==> config.mk <==
export PLATFORM = sky130hd
export DESIGN_NAME = quadrature_step_decoder
export DESIGN_NICKNAME = d
export VERILOG_FILES = /design/src/rtl/qdec_pkg.sv /design/src/rtl/qdec_sync_filter.sv /design/src/rtl/quadrature_step_decoder.sv
export SDC_FILE = /design/constraint.sdc
export NUM_CORES = 1
export LEC_CHECK = 0
export CAP_MARGIN = 15
export CORE_MARGIN = 4
export CORE_UTILIZATION = 42
export CTS_BUF_LIST = sky130_fd_sc_hd__clkbuf_4 sky130_fd_sc_hd__clkbuf_8 sky130_fd_sc_hd__clkbuf_16
export CTS_CLUSTER_DIAMETER = 50
export CTS_CLUSTER_SIZE = 24
export DETAILED_ROUTE_END_ITERATION = 7
export PLACE_DENSITY_LB_ADDON = 0.08
export SYNTH_ARGS = -nofsm -noshare
export SYNTH_HDL_FRONTEND = slang
export SYNTH_SLANG_ARGS = --single-unit
==> constraint.sdc <==
create_clock -name clk -period 2.16 [get_ports clk]
set_clock_uncertainty 0.15 [all_clocks]
set_input_delay 0.432 -clock clk [delete_from_list [all_inputs] [get_ports clk]]
set_output_delay 0.432 -clock clk [all_outputs]
set_load 0.02 [all_outputs]
==> src/rtl/qdec_pkg.sv <==
// Shared phase codes, transition classes and the classifier for the quadrature decoder.
package qdec_pkg;

    localparam logic [1:0] PH_00 = 2'b00;
    localparam logic [1:0] PH_01 = 2'b01;
    localparam logic [1:0] PH_11 = 2'b11;
    localparam logic [1:0] PH_10 = 2'b10;

    typedef enum logic [1:0] {
        TR_NONE    = 2'd0,
        TR_FWD     = 2'd1,
        TR_REV     = 2'd2,
        TR_ILLEGAL = 2'd3
    } tr_e;

    // Forward successor along 00 -> 01 -> 11 -> 10 -> 00.
    function automatic logic [1:0] next_fwd(input logic [1:0] ph);
        logic [1:0] nxt;
        case (ph)
            PH_00:   nxt = PH_01;
            PH_01:   nxt = PH_11;
            PH_11:   nxt = PH_10;
            PH_10:   nxt = PH_00;
            default: nxt = PH_00;
        endcase
        return nxt;
    endfunction

    function automatic tr_e classify(input logic [1:0] prev, input logic [1:0] cur);
        tr_e tr;
        if (cur == prev) begin
            tr = TR_NONE;
        end else if (cur == next_fwd(prev)) begin
            tr = TR_FWD;
        end else if (prev == next_fwd(cur)) begin
            tr = TR_REV;
        end else begin
            tr = TR_ILLEGAL;
        end
        return tr;
    endfunction

endpackage

==> src/rtl/qdec_sync_filter.sv <==
// Per-phase 2-flop synchroniser with an optional glitch filter (QDEC_GLITCH_FILTER_EN).
module qdec_sync_filter #(
    parameter int FILTER_LEN = 3
) (
    input  logic clk,
    input  logic rst,
    input  logic i_pin,
    output logic o_level
);

    logic r_sync1;
    logic r_sync2;

    // Two-stage synchroniser for the asynchronous pin.
    always_ff @(posedge clk) begin
        if (rst) begin
            r_sync1 <= 1'b0;
            r_sync2 <= 1'b0;
        end else begin
            r_sync1 <= i_pin;
            r_sync2 <= r_sync1;
        end
    end

`ifdef QDEC_GLITCH_FILTER_EN
    localparam int HW = (FILTER_LEN > 1) ? FILTER_LEN - 1 : 1;

    logic [HW-1:0] r_hist;
    logic          r_held;
    logic [HW:0]   w_shift;
    logic          w_stable;
    logic          w_level;

    // The newest synced sample plus HW older ones must agree before the level moves.
    always_comb begin
        w_shift  = {r_hist, r_sync2};
        w_stable = (FILTER_LEN <= 1) || (w_shift == {(HW + 1){r_sync2}});
        if (w_stable) begin
            w_level = r_sync2;
        end else begin
            w_level = r_held;
        end
    end

    // Sample history and last accepted level.
    always_ff @(posedge clk) begin
        if (rst) begin
            r_hist <= {HW{1'b0}};
            r_held <= 1'b0;
        end else begin
            r_hist <= w_shift[HW-1:0];
            r_held <= w_level;
        end
    end

    assign o_level = w_level;
`else
    assign o_level = r_sync2;
`endif

endmodule

==> src/rtl/quadrature_step_decoder.sv <==
// Quadrature A/B to step/up pulses with wrap-around position and illegal-transition flag.
// Optional glitch filter enabled by defining QDEC_GLITCH_FILTER_EN.
module quadrature_step_decoder
    import qdec_pkg::*;
#(
    parameter int POS_W      = 4,
    parameter int FILTER_LEN = 3
) (
    input  logic             clk,
    input  logic             rst,
    input  logic             quad_a,
    input  logic             quad_b,
    input  logic             enable,
    output logic             step,
    output logic             up,
    output logic             err,
    output logic [POS_W-1:0] position
);

    logic             w_a;
    logic             w_b;
    logic [1:0]       w_ab;
    tr_e              w_tr;
    logic [1:0]       r_prev_ab;
    logic             r_primed;
    logic             r_step;
    logic             r_up;
    logic             r_err;
    logic [POS_W-1:0] r_pos;

    localparam logic [POS_W-1:0] POS_ONE = {{(POS_W - 1){1'b0}}, 1'b1};

    qdec_sync_filter #(.FILTER_LEN(FILTER_LEN)) u_sync_a (
        .clk     (clk),
        .rst     (rst),
        .i_pin   (quad_a),
        .o_level (w_a)
    );

    qdec_sync_filter #(.FILTER_LEN(FILTER_LEN)) u_sync_b (
        .clk     (clk),
        .rst     (rst),
        .i_pin   (quad_b),
        .o_level (w_b)
    );

    assign w_ab = {w_a, w_b};
    assign w_tr = classify(r_prev_ab, w_ab);

    // Decode against the previous accepted sample; the first sample after reset only primes.
    always_ff @(posedge clk) begin
        if (rst) begin
            r_prev_ab <= PH_00;
            r_primed  <= 1'b0;
            r_step    <= 1'b0;
            r_up      <= 1'b0;
            r_err     <= 1'b0;
            r_pos     <= {POS_W{1'b0}};
        end else begin
            r_prev_ab <= w_ab;
            r_primed  <= 1'b1;
            r_step    <= 1'b0;
            r_up      <= 1'b0;
            r_err     <= 1'b0;
            if (r_primed) begin
                case (w_tr)
                    TR_FWD: begin
                        if (enable) begin
                            r_step <= 1'b1;
                            r_up   <= 1'b1;
                            r_pos  <= r_pos + POS_ONE;
                        end
                    end
                    TR_REV: begin
                        if (enable) begin
                            r_step <= 1'b1;
                            r_pos  <= r_pos - POS_ONE;
                        end
                    end
                    TR_ILLEGAL: r_err <= 1'b1;
                    default:    r_err <= 1'b0;
                endcase
            end
        end
    end

    assign step     = r_step;
    assign up       = r_up;
    assign err      = r_err;
    assign position = r_pos;

endmodule

==> report_table.html <==
<table>
<tr><th>Metric</th><th>Value</th></tr>
<tr><th colspan="2">Run status</th></tr>
<tr><td>Outcome</td><td>completed</td></tr>
<tr><th colspan="2">Synth</th></tr>
<tr><td>Area share of xor/xnor cells in the synthesized design</td><td>0.139</td></tr>
<tr><td>Seq cells post-synth</td><td>14</td></tr>
<tr><td>Sequential element share of the synthesized area</td><td>0.472</td></tr>
<tr><td>Post-synthesis share of cell area spent on full adders, half adders and majority gates</td><td>0.0211</td></tr>
<tr><td>Synth Area per Inst</td><td>10.8 sq um</td></tr>
<tr><td>Number of distinct library cells after synthesis</td><td>24</td></tr>
<tr><td>Number of warnings reported in the yosys synthesis log</td><td>0</td></tr>
<tr><td>Synthesized-area fraction occupied by and/or/nand/nor cells</td><td>0.213</td></tr>
<tr><td>Share of cell area taken by muxes after synthesis</td><td>0.0379</td></tr>
<tr><td>Syn Std Cell Area</td><td>594 sq um</td></tr>
<tr><td>Synthesized Nets</td><td>61</td></tr>
<tr><td>Synth Area in Compound Gates</td><td>0.105</td></tr>
<tr><td>Instance count of the mapped netlist</td><td>55</td></tr>
<tr><td>Largest family of logic cells by synthesized area</td><td>simple AND/OR/NAND/NOR gates</td></tr>
<tr><th colspan="2">STA</th></tr>
<tr><td>Final Max Tran Viols</td><td>0</td></tr>
<tr><td>RSZ-0062 raised after global routing</td><td>false</td></tr>
<tr><td>Final Hold Fails</td><td>0</td></tr>
<tr><td>Tcrit/Tclk final</td><td>0.939</td></tr>
<tr><td>Endpoints failing setup</td><td>0</td></tr>
<tr><td>Fmax achieved</td><td>493 MHz</td></tr>
<tr><td>Sum of negative setup slack</td><td>0 ps</td></tr>
<tr><td>Tightest slew margin relative to the limit</td><td>0.766</td></tr>
<tr><td>Slew of the pin with the lowest slew margin</td><td>349 ps</td></tr>
<tr><td>Final critical delay including setup and external delays</td><td>2030 ps</td></tr>
<tr><td>Minimum hold slack</td><td>292 ps</td></tr>
<tr><th colspan="2">Die</th></tr>
<tr><td>Initial core utilization</td><td>0.451</td></tr>
<tr><td>Std-Cell Core Area</td><td>0.00132 sq mm</td></tr>
<tr><td>Standard-cell rows</td><td>13</td></tr>
<tr><td>Die boundary height</td><td>45.6 um</td></tr>
<tr><td>Num ports</td><td>12</td></tr>
<tr><td>Die boundary width</td><td>45.6 um</td></tr>
<tr><td>Total Die Area</td><td>0.00208 sq mm</td></tr>
<tr><th colspan="2">Cells and area</th></tr>
<tr><td>Antenna diode count</td><td>0</td></tr>
<tr><td>Final Instance Area</td><td>781 sq um</td></tr>
<tr><td>Area Growth Syn to Fin</td><td>31.4%</td></tr>
<tr><td>Non-filler instance count after layout</td><td>87</td></tr>
<tr><td>Most common cell after layout, fill and taps aside</td><td>sky130_fd_sc_hd__dfxtp_1</td></tr>
<tr><td>Commonest cells after routing, fill and taps aside</td><td>12 x sky130_fd_sc_hd__dfxtp_1, 11 x sky130_fd_sc_hd__clkdlybuf4s50_1, 7 x sky130_fd_sc_hd__nor2b_1</td></tr>
<tr><td>Layout cell share with drive strength beyond 1</td><td>0.236</td></tr>
<tr><td>Number of fill cells in the layout</td><td>114</td></tr>
<tr><td>Final net count</td><td>79</td></tr>
<tr><th colspan="2">Placement</th></tr>
<tr><td>Number of placed instances, taps included</td><td>83</td></tr>
<tr><td>Total half-perimeter wirelength after legalization and detailed placement</td><td>707 um</td></tr>
<tr><td>Cell area after placement</td><td>742 sq um</td></tr>
<tr><td>RD Place Congestion</td><td>0.645</td></tr>
<tr><td>Number of buffer cells added on primary ports</td><td>11</td></tr>
<tr><th colspan="2">Clock tree</th></tr>
<tr><td>Insertion delay to the later sink of the worst-skew pair</td><td>270 ps</td></tr>
<tr><td>Root buf cell</td><td>sky130_fd_sc_hd__clkbuf_4</td></tr>
<tr><td>Number of buffers inserted by post-CTS setup repair</td><td>0</td></tr>
<tr><td>CTS H-tree depth</td><td>1</td></tr>
<tr><td>Clock slew at reported path FFs</td><td>90 ps</td></tr>
<tr><td>Sinks on Clock Net</td><td>14</td></tr>
<tr><td>Largest buffer count on any clock path</td><td>2</td></tr>
<tr><td>Number of CTS-inserted buffers</td><td>3</td></tr>
<tr><td>TritonCTS clock tree</td><td>done</td></tr>
<tr><th colspan="2">GRT</th></tr>
<tr><td>Overall track demand over capacity in global routing</td><td>0.104</td></tr>
<tr><td>Number of global-route vias before repair</td><td>360</td></tr>
<tr><td>Remaining Overflow, GRT</td><td>0</td></tr>
<tr><td>Number of antenna violations at the first check in global routing</td><td>0</td></tr>
<tr><td>Pin count of the biggest net entering global routing</td><td>10</td></tr>
<tr><td>Global-route wire length before repair</td><td>1580 um</td></tr>
<tr><th colspan="2">Routing</th></tr>
<tr><td>Average detailed-routed wire length per instance</td><td>10.6 um</td></tr>
<tr><td>Final ANT Viol Nets</td><td>0</td></tr>
<tr><td>DRC viols</td><td>0</td></tr>
<tr><td>Via count</td><td>430</td></tr>
<tr><td>Average via count per standard cell</td><td>4.94</td></tr>
<tr><td>Detailed Route Iter0 Violations</td><td>8</td></tr>
<tr><td>Detailed Routing Iterations Pass 1</td><td>4</td></tr>
<tr><td>Routed WL</td><td>925 um</td></tr>
<tr><th colspan="2">Power</th></tr>
<tr><td>Leakage power</td><td>0.291 nW</td></tr>
<tr><td>Cell Pwr Density</td><td>665 mW/mm^2</td></tr>
<tr><td>Peak supply drop</td><td>0.403 mV</td></tr>
<tr><th colspan="2">Worst setup path</th></tr>
<tr><td>Internal reg-to-reg setup slack</td><td>130 ps</td></tr>
<tr><td>End of the worst register-to-register path</td><td>position[2]</td></tr>
<tr><td>Worst EP required</td><td>2170 ps</td></tr>
<tr><td>Type of destination of the critical path</td><td>flip-flop</td></tr>
<tr><td>R2r startpoint</td><td>u_sync_b.o_level</td></tr>
<tr><td>Type of origin of the critical path</td><td>flip-flop</td></tr>
<tr><td>Crit path arrival time</td><td>2040 ps</td></tr>
<tr><td>Highest net fanout along the worst path</td><td>3</td></tr>
<tr><td>Worst-case reg-to-reg path depth</td><td>7</td></tr>
<tr><td>Class of the most critical setup path</td><td>reg2reg</td></tr>
<tr><th colspan="2">Run</th></tr>
<tr><td>Number of maximum-capacitance constraint violations</td><td>0</td></tr>
<tr><th colspan="2">Min path</th></tr>
<tr><td>Worst hold path depth</td><td>1</td></tr>
<tr><td>Min-delay worst type</td><td>reg2reg</td></tr>
<tr><td>Launch instance of the worst min-delay path</td><td>u_sync_a.r_sync1</td></tr>
<tr><td>Worst Hold Endpoint</td><td>u_sync_a.o_level</td></tr>
</table>
-- sequential cells by signal, indices dropped and copies added (netlist names) --
signal,flops
position,4
r_prev_ab,2
err,1
r_primed,1
step,1
u_sync_a.o_level,1
u_sync_a.r_sync1,1
u_sync_b.o_level,1
u_sync_b.r_sync1,1
up,1
-- critical path, stage by stage (launching register included) --
cell	delay (ps)
sky130_fd_sc_hd__dfxtp_1	410
sky130_fd_sc_hd__xnor2_1	160
sky130_fd_sc_hd__nand2_1	90
sky130_fd_sc_hd__xnor2_1	160
sky130_fd_sc_hd__ha_1	180
sky130_fd_sc_hd__a21bo_2	230
sky130_fd_sc_hd__a211oi_2	210
sky130_fd_sc_hd__mux2_1	340
-- per-layer routing --
layer	track usage	vias up	routed length [um]
li1	-	223	-
met5	0	-	0
met1	0.144	191	471
met2	0.148	16	383
met4	0.0351	0	0
met3	0.0356	0	71
-- metrics by stage --
stage	total power, mW	setup slack, ps	util
3_5_place_dp	0.341	100	0.563
2_1_floorplan	0.316	72.0	-
4_1_cts	0.531	87.9	0.591
3_3_place_gp	0.341	139	0.563
5_1_grt	0.546	9.48	0.593
6_report	0.519	133	0.593
-- how the worst max path moves through the flow --
| stage | from | to | slack (ps) | cells past startpoint |
|---|---|---|---|---|
| 2_1_floorplan | r_prev_ab[1] | position[2] | 70 | 7 |
| 3_5_place_dp | u_sync_a.o_level | position[2] | 100 | 7 |
| 6_report | u_sync_b.o_level | position[2] | 130 | 7 |
| 4_1_cts | u_sync_a.o_level | position[2] | 90 | 7 |
| 3_3_place_gp | u_sync_a.o_level | position[2] | 140 | 7 |
| 5_1_grt | u_sync_b.o_level | position[2] | 9 | 7 |
-- power breakdown --
group | internal (mW) | total, mW | switching [mW]
Clock | 0.102 | 0.185 | 0.0824
Combinational | 0.0322 | 0.0612 | 0.0290
Sequential | 0.266 | 0.273 | 0.00692
-- final cells by class --
cell class              count  area (sq um)  area share
flip-flops and latches     14           283       0.362
clock buffers               4          36.3      0.0465
inverters                   1          3.75     0.00481
well taps                  15          18.8      0.0240
multi-input cells          39           307       0.393
repair buffers             14           133       0.170
-- cells by family (layout without fill, tap and decap cells) --
family	Yosys count	after routing
fa+ha+maj	1	1
mux	2	2
flops	14	14
xor+xnor	6	6
buf+inv	2	19
compound gates	8	8
simple gates	22	22
-- cells in the mapped netlist, drive strengths merged --
cell type | n | area (sq um)
dfxtp | 14 | 280
nand2 | 2 | 7.51
a21o | 1 | 7.51
a211oi | 2 | 25.0
or3 | 1 | 6.26
inv | 1 | 3.75
nand3 | 3 | 15.0
nor4 | 1 | 6.26
nor3 | 2 | 10.0
mux2 | 2 | 22.5
ha | 1 | 12.5
o21ai | 2 | 10.0
clkbuf | 1 | 3.75
a21bo | 1 | 10.0
nor2b | 8 | 52.6
nor4b | 1 | 8.76
or3b | 1 | 8.76
xnor2 | 5 | 66.3
nor2 | 3 | 11.3
xor2 | 1 | 16.3
a21oi | 2 | 10.0
-- what timing repair did --
action	4_1_cts	5_1_grt
setup endpoints to repair	0	1
hold buffers	0	0
resized for setup	0	2
No activity file was read; power rests on OpenSTA's default activity.
